--- src/rtl/bus_arbiter_2_if.sv ---
`default_nettype none
// ============================================================================
// Module   : bus_arbiter_2_if
// Brief    : Host, downstream and status signals of the two-host bus arbiter.
// Revision : 1.0 - initial release
// ============================================================================
interface bus_arbiter_2_if;
  logic [31:0] host0_address;
  logic [31:0] host0_data_write;
  logic [3:0]  host0_write_mask;
  logic        host0_wen;
  logic        host0_ren;
  logic [31:0] host0_data_read;
  logic        host0_ready;

  logic [31:0] host1_address;
  logic [31:0] host1_data_write;
  logic [3:0]  host1_write_mask;
  logic        host1_wen;
  logic        host1_ren;
  logic [31:0] host1_data_read;
  logic        host1_ready;

  logic [31:0] bus_address;
  logic [31:0] bus_data_write;
  logic [3:0]  bus_write_mask;
  logic        bus_wen;
  logic        bus_ren;
  logic [31:0] bus_data_read;
  logic        bus_ready;

  logic [1:0]  grant;
  logic        timeout_err;
  logic        timeout_src;
  logic        err_clear;

  // Arbiter side
  modport slave (
    input  host0_address, host0_data_write, host0_write_mask, host0_wen, host0_ren,
    output host0_data_read, host0_ready,
    input  host1_address, host1_data_write, host1_write_mask, host1_wen, host1_ren,
    output host1_data_read, host1_ready,
    output bus_address, bus_data_write, bus_write_mask, bus_wen, bus_ren,
    input  bus_data_read, bus_ready,
    output grant, timeout_err, timeout_src,
    input  err_clear
  );

  // Environment side: hosts, device and error management
  modport master (
    output host0_address, host0_data_write, host0_write_mask, host0_wen, host0_ren,
    input  host0_data_read, host0_ready,
    output host1_address, host1_data_write, host1_write_mask, host1_wen, host1_ren,
    input  host1_data_read, host1_ready,
    input  bus_address, bus_data_write, bus_write_mask, bus_wen, bus_ren,
    output bus_data_read, bus_ready,
    input  grant, timeout_err, timeout_src,
    output err_clear
  );
endinterface
`default_nettype wire

--- src/rtl/bus_arbiter_2.sv ---
`default_nettype none
// ============================================================================
// Module   : bus_arbiter_2
// Brief    : Two-host round-robin bus arbiter with per-transaction watchdog.
// Revision : 1.0 - initial release
// ============================================================================
module bus_arbiter_2 #(
  parameter int unsigned TIMEOUT  = 255,
  parameter logic [31:0] ERR_DATA = 32'hDEAD_BEEF
) (
  input  logic           clk,
  input  logic           rst,
  bus_arbiter_2_if.slave arb
);

  localparam int c_CNT_W = (TIMEOUT == 0) ? 1 : $clog2(TIMEOUT + 1);
  localparam logic [c_CNT_W-1:0] c_TIMEOUT = c_CNT_W'(TIMEOUT);
  localparam logic [c_CNT_W-1:0] c_CNT_MAX = {c_CNT_W{1'b1}};
  localparam logic               c_WD_EN   = (TIMEOUT != 0);

  localparam logic [0:0] c_IDLE = 1'b0;
  localparam logic [0:0] c_BUSY = 1'b1;

  logic [0:0]         r_state;
  logic [1:0]         r_grant;
  logic               r_owner;
  logic               r_last_owner;
  logic [c_CNT_W-1:0] r_cnt;
  logic               r_timeout_err;
  logic               r_timeout_src;

  logic        w_busy;
  logic        w_req0;
  logic        w_req1;
  logic        w_own_wen;
  logic        w_own_ren;
  logic        w_own_req;
  logic        w_done_ok;
  logic        w_expire;
  logic        w_complete;
  logic        w_pick;
  logic [31:0] w_cpl_data;

  always_comb begin
    w_busy     = (r_state == c_BUSY);
    w_req0     = arb.host0_wen | arb.host0_ren;
    w_req1     = arb.host1_wen | arb.host1_ren;
    w_own_wen  = r_owner ? arb.host1_wen : arb.host0_wen;
    w_own_ren  = r_owner ? arb.host1_ren : arb.host0_ren;
    w_own_req  = w_own_wen | w_own_ren;
    // A real device completion wins over a same-cycle watchdog expiry
    w_done_ok  = w_busy & arb.bus_ready;
    w_expire   = w_busy & ~arb.bus_ready & c_WD_EN & (r_cnt == c_TIMEOUT);
    w_complete = w_done_ok | w_expire;
    w_pick     = (w_req0 & w_req1) ? ~r_last_owner : w_req1;
    w_cpl_data = w_done_ok ? arb.bus_data_read : ERR_DATA;
  end

  assign arb.bus_address    = w_busy ? (r_owner ? arb.host1_address    : arb.host0_address)    : 32'h0;
  assign arb.bus_data_write = w_busy ? (r_owner ? arb.host1_data_write : arb.host0_data_write) : 32'h0;
  assign arb.bus_write_mask = w_busy ? (r_owner ? arb.host1_write_mask : arb.host0_write_mask) : 4'h0;
  assign arb.bus_wen        = w_busy & ~w_expire & w_own_wen;
  assign arb.bus_ren        = w_busy & ~w_expire & w_own_ren;

  assign arb.host0_ready     = w_complete & ~r_owner;
  assign arb.host1_ready     = w_complete & r_owner;
  assign arb.host0_data_read = (w_complete & ~r_owner) ? w_cpl_data : 32'h0;
  assign arb.host1_data_read = (w_complete & r_owner)  ? w_cpl_data : 32'h0;

  assign arb.grant       = r_grant;
  assign arb.timeout_err = r_timeout_err;
  assign arb.timeout_src = r_timeout_src;

  always_ff @(posedge clk or posedge rst) begin
    if (rst) begin
      r_state      <= c_IDLE;
      r_grant      <= 2'b00;
      r_owner      <= 1'b0;
      r_last_owner <= 1'b1;
      r_cnt        <= '0;
    end else begin
      case (r_state)
        c_IDLE: begin
          if (w_req0 | w_req1) begin
            r_state <= c_BUSY;
            r_owner <= w_pick;
            r_grant <= w_pick ? 2'b10 : 2'b01;
            r_cnt   <= '0;
          end
        end
        default: begin
          if (w_complete) begin
            r_state      <= c_IDLE;
            r_grant      <= 2'b00;
            r_last_owner <= r_owner;
          end else if (!w_own_req) begin
            // Abandoned transaction: fairness history is left untouched
            r_state <= c_IDLE;
            r_grant <= 2'b00;
          end else if (r_cnt != c_CNT_MAX) begin
            r_cnt <= r_cnt + 1'b1;
          end
        end
      endcase
    end
  end

  always_ff @(posedge clk or posedge rst) begin
    if (rst) begin
      r_timeout_err <= 1'b0;
      r_timeout_src <= 1'b0;
    end else if (w_expire) begin
      r_timeout_err <= 1'b1;
      r_timeout_src <= r_owner;
    end else if (arb.err_clear) begin
      r_timeout_err <= 1'b0;
    end
  end

endmodule
`default_nettype wire

--- src/flat_wrapper.sv ---
// flat-port wrapper written by rule: the top's interface ports become plain ports
module bus_arbiter_2_flat 
#(
  parameter int unsigned TIMEOUT  = 255,
  parameter logic [31:0] ERR_DATA = 32'hDEAD_BEEF
)
  (clk, rst, arb_host0_address, arb_host0_data_write, arb_host0_write_mask, arb_host0_wen, arb_host0_ren, arb_host0_data_read, arb_host0_ready, arb_host1_address, arb_host1_data_write, arb_host1_write_mask, arb_host1_wen, arb_host1_ren, arb_host1_data_read, arb_host1_ready, arb_bus_address, arb_bus_data_write, arb_bus_write_mask, arb_bus_wen, arb_bus_ren, arb_bus_data_read, arb_bus_ready, arb_grant, arb_timeout_err, arb_timeout_src, arb_err_clear);
  bus_arbiter_2_if arb_i ();
  input  logic clk;
  input  logic rst;
  input wire logic [$bits(arb_i.host0_address)-1:0] arb_host0_address;
  input wire logic [$bits(arb_i.host0_data_write)-1:0] arb_host0_data_write;
  input wire logic [$bits(arb_i.host0_write_mask)-1:0] arb_host0_write_mask;
  input wire logic [$bits(arb_i.host0_wen)-1:0] arb_host0_wen;
  input wire logic [$bits(arb_i.host0_ren)-1:0] arb_host0_ren;
  output wire logic [$bits(arb_i.host0_data_read)-1:0] arb_host0_data_read;
  output wire logic [$bits(arb_i.host0_ready)-1:0] arb_host0_ready;
  input wire logic [$bits(arb_i.host1_address)-1:0] arb_host1_address;
  input wire logic [$bits(arb_i.host1_data_write)-1:0] arb_host1_data_write;
  input wire logic [$bits(arb_i.host1_write_mask)-1:0] arb_host1_write_mask;
  input wire logic [$bits(arb_i.host1_wen)-1:0] arb_host1_wen;
  input wire logic [$bits(arb_i.host1_ren)-1:0] arb_host1_ren;
  output wire logic [$bits(arb_i.host1_data_read)-1:0] arb_host1_data_read;
  output wire logic [$bits(arb_i.host1_ready)-1:0] arb_host1_ready;
  output wire logic [$bits(arb_i.bus_address)-1:0] arb_bus_address;
  output wire logic [$bits(arb_i.bus_data_write)-1:0] arb_bus_data_write;
  output wire logic [$bits(arb_i.bus_write_mask)-1:0] arb_bus_write_mask;
  output wire logic [$bits(arb_i.bus_wen)-1:0] arb_bus_wen;
  output wire logic [$bits(arb_i.bus_ren)-1:0] arb_bus_ren;
  input wire logic [$bits(arb_i.bus_data_read)-1:0] arb_bus_data_read;
  input wire logic [$bits(arb_i.bus_ready)-1:0] arb_bus_ready;
  output wire logic [$bits(arb_i.grant)-1:0] arb_grant;
  output wire logic [$bits(arb_i.timeout_err)-1:0] arb_timeout_err;
  output wire logic [$bits(arb_i.timeout_src)-1:0] arb_timeout_src;
  input wire logic [$bits(arb_i.err_clear)-1:0] arb_err_clear;
  assign arb_i.host0_address = arb_host0_address;
  assign arb_i.host0_data_write = arb_host0_data_write;
  assign arb_i.host0_write_mask = arb_host0_write_mask;
  assign arb_i.host0_wen = arb_host0_wen;
  assign arb_i.host0_ren = arb_host0_ren;
  assign arb_host0_data_read = arb_i.host0_data_read;
  assign arb_host0_ready = arb_i.host0_ready;
  assign arb_i.host1_address = arb_host1_address;
  assign arb_i.host1_data_write = arb_host1_data_write;
  assign arb_i.host1_write_mask = arb_host1_write_mask;
  assign arb_i.host1_wen = arb_host1_wen;
  assign arb_i.host1_ren = arb_host1_ren;
  assign arb_host1_data_read = arb_i.host1_data_read;
  assign arb_host1_ready = arb_i.host1_ready;
  assign arb_bus_address = arb_i.bus_address;
  assign arb_bus_data_write = arb_i.bus_data_write;
  assign arb_bus_write_mask = arb_i.bus_write_mask;
  assign arb_bus_wen = arb_i.bus_wen;
  assign arb_bus_ren = arb_i.bus_ren;
  assign arb_i.bus_data_read = arb_bus_data_read;
  assign arb_i.bus_ready = arb_bus_ready;
  assign arb_grant = arb_i.grant;
  assign arb_timeout_err = arb_i.timeout_err;
  assign arb_timeout_src = arb_i.timeout_src;
  assign arb_i.err_clear = arb_err_clear;
  bus_arbiter_2 #(.TIMEOUT(TIMEOUT), .ERR_DATA(ERR_DATA)) u_core (.clk(clk), .rst(rst), .arb(arb_i));
endmodule
--- config.mk ---
export PLATFORM = sky130hd
export DESIGN_NAME = bus_arbiter_2_flat
export DESIGN_NICKNAME = d
export VERILOG_FILES = /design/src/rtl/bus_arbiter_2_if.sv /design/src/rtl/bus_arbiter_2.sv /design/src/flat_wrapper.sv
export SDC_FILE = /design/constraint.sdc
export NUM_CORES = 1
export LEC_CHECK = 0
export ABC_AREA = 1
export CAP_MARGIN = 25
export CORE_AREA = 5 5 119 121
export DETAILED_ROUTE_END_ITERATION = 8
export DIE_AREA = 0 0 124 126
export PLACE_DENSITY = 0.72
export SYNTH_ARGS = -nofsm -noshare
export SYNTH_HDL_FRONTEND = slang
export SYNTH_SLANG_ARGS = --single-unit
--- constraint.sdc ---
create_clock -name clk -period 2.3 [get_ports clk]
set_input_delay 0.575 -clock clk [delete_from_list [all_inputs] [get_ports clk]]
set_output_delay 0.575 -clock clk [all_outputs]
set_load 0.01 [all_outputs]
## Word-level counts from Yosys, hierarchy flattened

Cells that the tools add are included.

| word-level totals | value |
|---|---|
| flip-flop bits (word level) | 15 |
| input bits | 176 |
| output and inout port bits | 140 |

| cells by class | value |
|---|---|
| add/sub/neg operators | 1 |
| equal/unequal tests | 6 |
| mux-type cells | 28 |
| bitwise logic cells | 19 |
| reductions and logical operators | 6 |

Operators with widths:

| kind | number |
|---|---|
| $mux 32 | 7 |
| $mux 8 | 5 |
| $mux 2 | 5 |
| $and 1x1->1 | 9 |
| $mux 1 | 9 |
| $add 8x1->8 const B | 1 |
| $eq 8x8->1 const B | 1 |
| $mux 4 | 2 |
| $ne 8x8->1 const B | 1 |
| $ne 2x2->1 const B | 3 |
| $reduce_and 2->1 | 3 |
| $not 1->1 | 5 |
| $or 1x1->1 | 5 |
| $reduce_and 4->1 | 1 |
| $reduce_bool 2->1 | 2 |
| $ne 3x3->1 const B | 1 |

## Depth between registers and ports, before layout

| logic depth | value |
|---|---|
| depth after elaboration | 6 |
| gate-level depth with buffers | 9 |
| gate-level depth less buffers | 9 |

## Least setup slack after synthesis

Ideal clock, no wire load.

| timing path | value |
|---|---|
| kind | register to output |
| from | register u_core.r_cnt[0] |
| to | output arb_host0_data_read[10] |
| arrival time | 1.329 ns |
| setup slack | 0.396 ns |
| cell stages (with the launch flop) | 9 |
| buffers on the path | 1 |
| cell sequence | dfrtp_1 ha_1 nand2_2 nor2_4 nand3_4 nand2_4 nand2_4 buf_6 a21oi_2 |

| on the way | value |
|---|---|
| cells in the longest elaborated chain, start to end | 5 |

RTL lines:

| item | RTL line | text |
|---|---|---|
| start: declaration | bus_arbiter_2.sv:28 | `logic [c_CNT_W-1:0] r_cnt;` |
| start signal: assignment | bus_arbiter_2.sv:101 | `r_cnt <= r_cnt + 1'b1;` |
| $eq 8x8->1 | bus_arbiter_2.sv:53 | `w_expire = w_busy & ~arb.bus_ready & c_WD_EN & (r_cnt == c_TIMEOUT);` |
| $and 1x1->1 | bus_arbiter_2.sv:53 |  |
| $or 1x1->1 | bus_arbiter_2.sv:54 | `w_complete = w_done_ok \| w_expire;` |
| $and 1x1->1 | bus_arbiter_2.sv:67 | `assign arb.host0_data_read = (w_complete & ~r_owner) ? w_cpl_data : 32'h0;` |
| $mux 32 | bus_arbiter_2.sv:67 |  |
| end: declaration | flat_wrapper.sv:16 | `output wire logic [$bits(arb_i.host0_data_read)-1:0] arb_host0_data_read;` |

Every way passes these cells.

## Worst setup path in the final report

| timing path | value |
|---|---|
| from | register u_core.r_cnt[0] |
| to | output arb_host0_data_read[28] |

Same word-level chain as after synthesis.

==> flow_summary_export.csv <==
group,metric,value,unit
global_routing,gr-total-overflow,0,
worst_hold_path,min_from,"u_core.arb.timeout_src",
synth,ys_types,26,
route,drtAntennaViolNets,0,
synth,syn_area_per_cell,5.52,sq um
synth,ys_top_cells_by_count,"164 x nor2_1, 72 x o21ai_0, 45 x nand2_1",
clocking,htreeDepth,1,
placement,placed_area,6110,sq um
timing,finalCriticalPeriod,2350,ps
job,maxCapViolations,0,
timing,fin_crit_sh,1.02,
placement,gp_congestion,0.876,
die,fp.coreArea,13000,sq um
die,fp-row-count,42,
synth,synthTopCellsByArea,"nor2_1 24%, o21ai_0 14%, dfrtp_1 14%",
worst_hold_path,min_to,"u_core.arb.timeout_src",
clocking,cts-root-buf,"clkbuf_16",
final_layout,diodes,0,
timing,final-setup-viol-count,16,
timing,finalMaxSlewViolations,0,
setup_path,slowest_stage,"dfrtp_1",
worst_hold_path,hp-class,"reg2reg",
synth,syn-cell-area,2530,sq um
clocking,cts.sinks,15,
route,drc,0,
setup_path,cp-start-kind,"flip-flop",
setup_path,cp_data_arrival_time,1780,ps
route,via_count,4300,
die,die-area,15600,sq um
setup_path,timing.rr.end,"u_core.r_cnt[4]",
synth,async_reset_ff_frac,1.00,
placement,post-place-ws,-746,ps
clocking,cts_buffers,3,
global_routing,grt_max_degree,48,
timing,hold_viol,0,
route,firstDrtPassIters,4,
die,initial_core_util,0.195,
route,routed_wl,16800,um
timing,timing.fmax,0.425,GHz
final_layout,utilization,0.494,
setup_path,startpoint,"u_core.r_cnt[0]",
setup_path,path_class,"reg2out",
placement,dp_hpwl,12600,um
setup_path,crit_fanout,6,
timing,grt_setup_unrepaired,"yes",
final_layout,fin_nets,994,
clocking,clk_pin_slew,50,ps
global_routing,grt_pass1_vias,4151,
setup_path,crit_path_cell_trace,"ha_2, nand2_4, nor2_4, nand3_4, nand2_8, nand2_8, buf_12, buf_12, a21oi_2, buf_2",
setup_path,required,1730,ps
clocking,cts_buffer_depth,2,
worst_hold_path,min_path_cells,2,
die,chipWidth,124,um
die,dieHeight,126,um
final_layout,drive_gt1_frac,0.252,
route,wl_per_cell,16.9,um
synth,synth_cells,459,
placement,numPortBuffers,315,
run_status,failed_checks,"negative setup slack",
synth,synth_top_area_frac,0.243,
synth,synthFlopType,"dfrtp_1",
global_routing,antenna_found_initial,0,
setup_path,max_stage_delay,350,ps
synth,yosysMostFrequentCell,"nor2_1",
timing,max_slew.worst_pin.slew,595,ps
synth,ys_ff_latch,15,
setup_path,r2r_setup_slack,530,ps
setup_path,r2r_cells,11,
power_and_ir_drop,peakVddDrop,0.609,mV
global_routing,grt_pass1_wl,23500,um
global_routing,grt_usage,0.191,
synth,yosysTopAreaCell,"nor2_1",
synth,synth-edff-count,0,
power_and_ir_drop,power.leakage,3.23,nW
synth,syn_nets,636,
final_layout,stdcell_area,6410,sq um
die,io_pins,316,
synth,ys_seq_area_frac,0.149,
timing,timing.final.ws_setup,-51.4,ps
run_status,status,"complete, but fails checks",
final_layout,finalNonFillerCells,992,
setup_path,end_kind,"output port",
power_and_ir_drop,power_density,969,nW/um^2
synth,ys.warnings.count,0,
route,vias_per_cell,4.33,
final_layout,area_growth,153,%
route,initialDrtViolationCount,241,
timing,fin_worst_skew,2.21,ps
setup_path,r2r_start,"u_core.r_owner",
timing,relSlewSlack,0.603,
final_layout,n_fill_cell,1355,
clocking,insertion_delay,250,ps
placement,dpl.cell_count,956,
clocking,cts_tree,"done",
## where the power goes
part	internal [mW]	switching, mW
clock	0.233	0.114
combinational	2.59	2.86
sequential	0.336	0.0736
## layer usage
metal / routed length (um) / share of wire / track usage
met5: 0 / 0 / 0
met4: 211 / 0.013 / 0.0322
met2: 8570 / 0.51 / 0.358
met1: 6550 / 0.39 / 0.224
met3: 1420 / 0.085 / 0.0354
## flip-flops by register name, summed over array words and instances, names as in the netlist
| register | count |
|---|---|
| u_core.r_state | 1 |
| u_core.arb.timeout_src | 1 |
| u_core.r_last_owner | 1 |
| u_core.r_owner | 1 |
| u_core.arb.timeout_err | 1 |
| u_core.r_cnt | 8 |
| u_core.arb.grant | 2 |
## what timing repair did
item	CTS	global route
gates resized for setup	315	38
gates cloned	6	2
hold buffers	0	0
setup buffers	13	12
pin swaps	8	7
endpoints found under the setup margin	136	67
## cell type report
cell class | instances | area (sq um) | share of cell area
Inverter | 45 | 181 | 0.0283
Tap cell | 176 | 220 | 0.0343
Multi-Input combinational cell | 366 | 1930 | 0.302
Clock buffer | 3 | 75.1 | 0.0117
Timing Repair Buffer | 386 | 3620 | 0.564
Clock inverter | 1 | 5.00 | 0.000781
Sequential cell | 15 | 379 | 0.0591
## stage by stage
step	hold slack, ps	TNS (ps)	power [mW]
after floorplan	476	0	2.66
final	496	-600	6.21
after CTS	503	-1620	6.02
after global routing	546	-2920	6.64
after detailed placement	491	-46690	5.60
after global placement	487	-46460	5.57
## how the worst max path moves through the flow
stage	to	slack, ps	depth (start not counted)
after detailed placement	arb_host1_data_read[0]	-750	6
after CTS	arb_host1_data_read[0]	-120	9
after global routing	arb_host0_data_read[28]	-140	10
after global placement	arb_host1_data_read[0]	-750	6
final	arb_host0_data_read[28]	-50	10
after floorplan	arb_host0_data_read[10]	400	8
## logic make-up after synthesis
group,share of synthesized area
xor gates and xnor gates,0.00346
DFF,0.149
buffers and inverters,0.147
AOI/OAI and AO/OA,0.303
and+or+nand+nor,0.394
adders and majority gates,0.00494
## worst max-delay path: cells and delay by family (launching register included)
kind,cells,cell delay [ps]
simple gates,5,450
buf+inv,3,410
fa+ha+maj,1,210
compound gates,1,90
flops,1,350
## placed cells by master, fill, tap and decap left out, types with 12 or more instances in the layout
cell type | synthesis | layout
a21oi_2 | 39 | 44
buf_2 | 6 | 50
nand2_1 | 45 | 44
inv_1 | 42 | 41
clkdlybuf4s50_1 | 0 | 178
o21ai_0 | 72 | 69
dlygate4sd2_1 | 0 | 75
dfrtp_1 | 14 | 12
buf_4 | 4 | 46
nand3_1 | 12 | 12
nor2_1 | 164 | 162
(Power assumes the default switching activity.)
